<file path="config.mk">
export PLATFORM = sky130hd
export DESIGN_NAME = timer_clk_ena_gen
export DESIGN_NICKNAME = d
export VERILOG_FILES = /design/src/rtl/timer_pkg.sv /design/src/rtl/timer_sync_edge.sv /design/src/rtl/timer_clk_ena_gen.sv
export SDC_FILE = /design/constraint.sdc
export NUM_CORES = 1
export LEC_CHECK = 0
export BUFFER_PORTS_ARGS = -buffer_cell sky130_fd_sc_hd__buf_2
export CAP_MARGIN = 5
export CORE_AREA = 5 5 42 44
export CTS_CLUSTER_DIAMETER = 200
export DETAILED_ROUTE_END_ITERATION = 10
export DIE_AREA = 0 0 47 49
export GPL_TIMING_DRIVEN = 0
export PLACE_DENSITY_LB_ADDON = 0.08
export SYNTH_ARGS = -nofsm -noshare
export SYNTH_HDL_FRONTEND = slang
export SYNTH_SLANG_ARGS = --single-unit
</file>
<file path="constraint.sdc">
create_clock -name clk -period 1.05 [get_ports clk]
set_input_delay 0.21 -clock clk [delete_from_list [all_inputs] [get_ports clk]]
set_output_delay 0.21 -clock clk [all_outputs]
set_load 0.02 [all_outputs]
</file>
<file path="src/rtl/timer_pkg.sv">
// Shared widths and clock-select encodings for the timer prescaler.
package timer_pkg;

    localparam int CKS_W = 2;
    localparam int DIV_W = 1 << CKS_W;

    typedef enum logic [CKS_W-1:0] {
        CKS_DIV2  = 2'd0,
        CKS_DIV4  = 2'd1,
        CKS_DIV8  = 2'd2,
        CKS_DIV16 = 2'd3
    } cks_e;

endpackage

</file>
<file path="src/rtl/timer_sync_edge.sv">
// Two-flop synchronizer followed by a rising-edge detector for an asynchronous input.
// Only built with TIMER_EXT_CLK_EN defined; the prescaler has no external clock otherwise.
`ifdef TIMER_EXT_CLK_EN
module timer_sync_edge (
    input  logic clk,
    input  logic rst_n,
    input  logic din,
    output logic rise
);

    // sh[0], sh[1] synchronize; sh[2] is the previous synchronized value
    logic [2:0] sh;

    always_ff @(posedge clk or negedge rst_n) begin
        if (!rst_n) begin
            sh <= '0;
        end else begin
            sh <= {sh[1:0], din};
        end
    end

    assign rise = sh[1] & ~sh[2];

endmodule
`endif

</file>
<file path="src/rtl/timer_clk_ena_gen.sv">
// Timer prescaler: divides clk by 2/4/8/16 and emits a one-cycle clk_ena count strobe.
// Optional external count clock selected with macro TIMER_EXT_CLK_EN.
module timer_clk_ena_gen
    import timer_pkg::*;
#(
    parameter int CKS_W = timer_pkg::CKS_W,
    parameter int DIV_W = 1 << CKS_W
) (
    input  logic             clk,
    input  logic             rst_n,
    input  logic             run,
    input  logic [CKS_W-1:0] cks,
    input  logic             presc_clr,
`ifdef TIMER_EXT_CLK_EN
    input  logic             ext_clk,
    input  logic             ext_sel,
`endif
    output logic             clk_ena
);

    logic [DIV_W-1:0] div_cnt;
    logic [DIV_W-1:0] div_nxt;
    logic [DIV_W-1:0] mask;
    logic [CKS_W-1:0] cks_q;
    logic             restart;
    logic             div_hit;
    logic             ena_nxt;

    // Mask covers div_cnt[k:0]; the strobe fires when those bits are all ones
    always_comb begin
        mask = '0;
        for (int i = 0; i < DIV_W; i++) begin
            mask[i] = (i <= int'(cks));
        end
    end

    assign div_hit = ((div_cnt & mask) == mask);

`ifdef TIMER_EXT_CLK_EN
    logic sel_q;
    logic ext_pulse;

    timer_sync_edge u_sync_edge (
        .clk   (clk),
        .rst_n (rst_n),
        .din   (ext_clk),
        .rise  (ext_pulse)
    );

    always_ff @(posedge clk or negedge rst_n) begin
        if (!rst_n) begin
            sel_q <= 1'b0;
        end else begin
            sel_q <= ext_sel;
        end
    end

    assign restart = presc_clr | (cks != cks_q) | (ext_sel != sel_q);
`else
    assign restart = presc_clr | (cks != cks_q);
`endif

    always_comb begin
        div_nxt = div_cnt + DIV_W'(1);
        ena_nxt = div_hit;
        if (!run) begin
            div_nxt = '0;
            ena_nxt = 1'b0;
        end else if (restart) begin
            div_nxt = '0;
            ena_nxt = 1'b0;
        end
`ifdef TIMER_EXT_CLK_EN
        // Divider keeps running in external mode; only its strobe is replaced
        if (run && ext_sel) begin
            ena_nxt = ext_pulse;
        end
`endif
    end

    always_ff @(posedge clk or negedge rst_n) begin
        if (!rst_n) begin
            div_cnt <= '0;
            cks_q   <= CKS_W'(CKS_DIV2);
            clk_ena <= 1'b0;
        end else begin
            div_cnt <= div_nxt;
            cks_q   <= cks;
            clk_ena <= ena_nxt;
        end
    end

endmodule

</file>
==> results.toml <==
[global_route]
grt_max_degree = 8
antenna_found_initial = 0
grt_pass1_vias = 206
grt.total_usage = 0.0532
grt_pass1_wl_um = 862
grt.overflow.total = 0

[clock_network]
tritoncts = "built"
cts-root-buf = "clkbuf_4"
clk_latency_ps = 250
cts_buffers = 3
h-tree-depth = 1
clock_sinks = 7
clkTransAtPathRegs_ps = 50
clockBufferDepth = 2
cts_setup_buffers = 0

[setup_path]
cp_max_fo = 5
crit_buf_inv = 0
startpoint = "cks_q[1]"
critPathTopFamily = "flip-flops"
worstPathRequired_ps = 1210
cp-start-kind = "register"
reg2reg_depth = 3
crit_chain = "xnor2_2 > nand4b_4 > a211oi_2"
crit_path_end_kind = "register"
path_class = "register to register"
reg2reg_slack_ps = 60
cpPeakStageDelay_ps = 390
crit_arrival_ps = 1160
r2r_start = "cks_q[1]"
r2r_end = "clk_ena"
slowest_stage = "dfrtp_1"

[timing]
final.setup.tns_ps = 0
period_needed_ps = 993
finClkSkew_ps = 0.868
setup_viol = 0
slew_headroom = 0.864
period_share = 0.946
whs_ps = 122
max_freq_mhz = 1010
finalHoldViolCount = 0
worst_slack_ps = 56.7
worst_pin_slew_ps = 202
slew_violations = 0

[cells_and_area]
fin_cells = 51
fillers = 160
syn2layout_area_growth_pct = 39.8
final_cell_mix = "7 x dfrtp_1, 6 x buf_2, 4 x nor2_1"
drive_above_1_share = 0.371
num_antenna_cells = 0
nNetsFinal = 43
final_common_cell = "dfrtp_1"
utilization = 0.288

[hold_path]
min_to = "cks_q[1]"
hold_depth = 1
min_path_type = "primary input to register"
min_from = "cks[1]"

[yosys]
ys_types = 11
yosys_register_bits = 7
ys_seq_area_frac = 0.606
ys_warn_count = 0
syn_area_um2 = 289
synthCells = 24
avgSynthCellArea_um2 = 12.0
synth_nets = 31

[drt]
drt-initial-drc-count = 1
wl_per_cell_um = 9.90
vias_per_cell = 3.94
drc = 0
first_pass_iters = 2
vias = 201
routed_wl_um = 505
ant_nets = 0

[floorplan]
die_area_um2 = 2300
die_x_um = 47
initial_utilization = 0.206
rows = 14
core_um2 = 1400
dieHeight_um = 49
ios = 7

[placed_design]
io_buffers = 6
gp_congestion = 0.663
place_ws_ps = -18.0
dp_hpwl_um = 402
placed_cells = 46

[pwr]
p_leak_nw = 0.199
ir_drop_mv = 0.440
power_density_nw_per_um2 = 1410

[run_status]
status = "finished clean"

[flow_run]
maxCapViolations = 0
[timing repair]
action | in CTS | in global routing
resized for setup | 1 | 3
hold buffers | 1 | 0
hold endpoints to repair | 7 | 0
endpoints found under the setup margin | 1 | 2
pin swaps | 0 | 1
[Yosys cell counts]
| library cell | count | area (um^2) |
|---|---|---|
| a211oi_1 | 1 | 7.51 |
| nand4b_2 | 1 | 15.0 |
| and2_1 | 1 | 6.26 |
| xor2_1 | 1 | 8.76 |
| nor2_1 | 4 | 15.0 |
| dfrtp_1 | 7 | 175 |
| ha_1 | 1 | 12.5 |
| xnor2_1 | 3 | 26.3 |
| inv_1 | 2 | 7.51 |
| o21ai_0 | 2 | 10.0 |
| nand3_1 | 1 | 5.00 |
[how the worst max path moves through the flow]
stage | to | slack, ps | cells past startpoint
floorplan | clk_ena | 110 | 3
global placement | clk_ena | -40 | 3
detailed placement | clk_ena | -20 | 3
CTS | clk_ena | 10 | 3
global route | clk_ena | -9 | 3
finish | clk_ena | 60 | 3
[metrics by stage]
step	total power [mW]	area, um^2
after detailed placement	0.318	339
after CTS	0.566	380
after global routing	0.602	404
after floorplan	0.298	289
final	0.570	404
after global placement	0.318	339
[cells by family (layout without fill, tap and decap cells)]
| family | count (synthesis) | count (layout) | share of synthesized area |
|---|---|---|---|
| compound gates | 3 | 3 | 0.0606 |
| fa+ha+maj | 1 | 1 | 0.0433 |
| flops | 7 | 7 | 0.606 |
| simple gates | 7 | 7 | 0.143 |
| xor+xnor | 4 | 4 | 0.121 |
| buf+inv | 2 | 13 | 0.0260 |
[where the power goes]
part           total, mW  switching, mW  leakage, nW  internal (mW)
Clock              0.241         0.0965       0.0150          0.145
Sequential         0.281        0.00466       0.0929          0.276
Combinational     0.0477         0.0236       0.0907         0.0242
Total              0.570          0.125        0.199          0.445
[sequential cells by signal, summed over array words and instances, names as in the netlist]
name / count
clk_ena: 1
div_cnt: 4
cks_q: 2
[metal layers]
| layer | GRT usage | part of all wire | vias up |
|---|---|---|---|
| li1 | - | - | 102 |
| met1 | 0.0673 | 0.44 | 91 |
| met2 | 0.0633 | 0.42 | 8 |
| met3 | 0.0295 | 0.13 | 0 |
| met4 | 0.0415 | 0 | 0 |
| met5 | 0 | 0 | - |
[area by class of cell]
| cell class | instances | area (um^2) | share of cell area |
|---|---|---|---|
| sequential | 7 | 175 | 0.433 |
| multi-input combinational | 15 | 135 | 0.334 |
| clock buffer | 4 | 26.3 | 0.0650 |
| inverter | 2 | 7.51 | 0.0186 |
| timing repair buffer | 7 | 40.0 | 0.0991 |
| tap | 16 | 20.0 | 0.0495 |
Power figures use the tool's default switching activity.
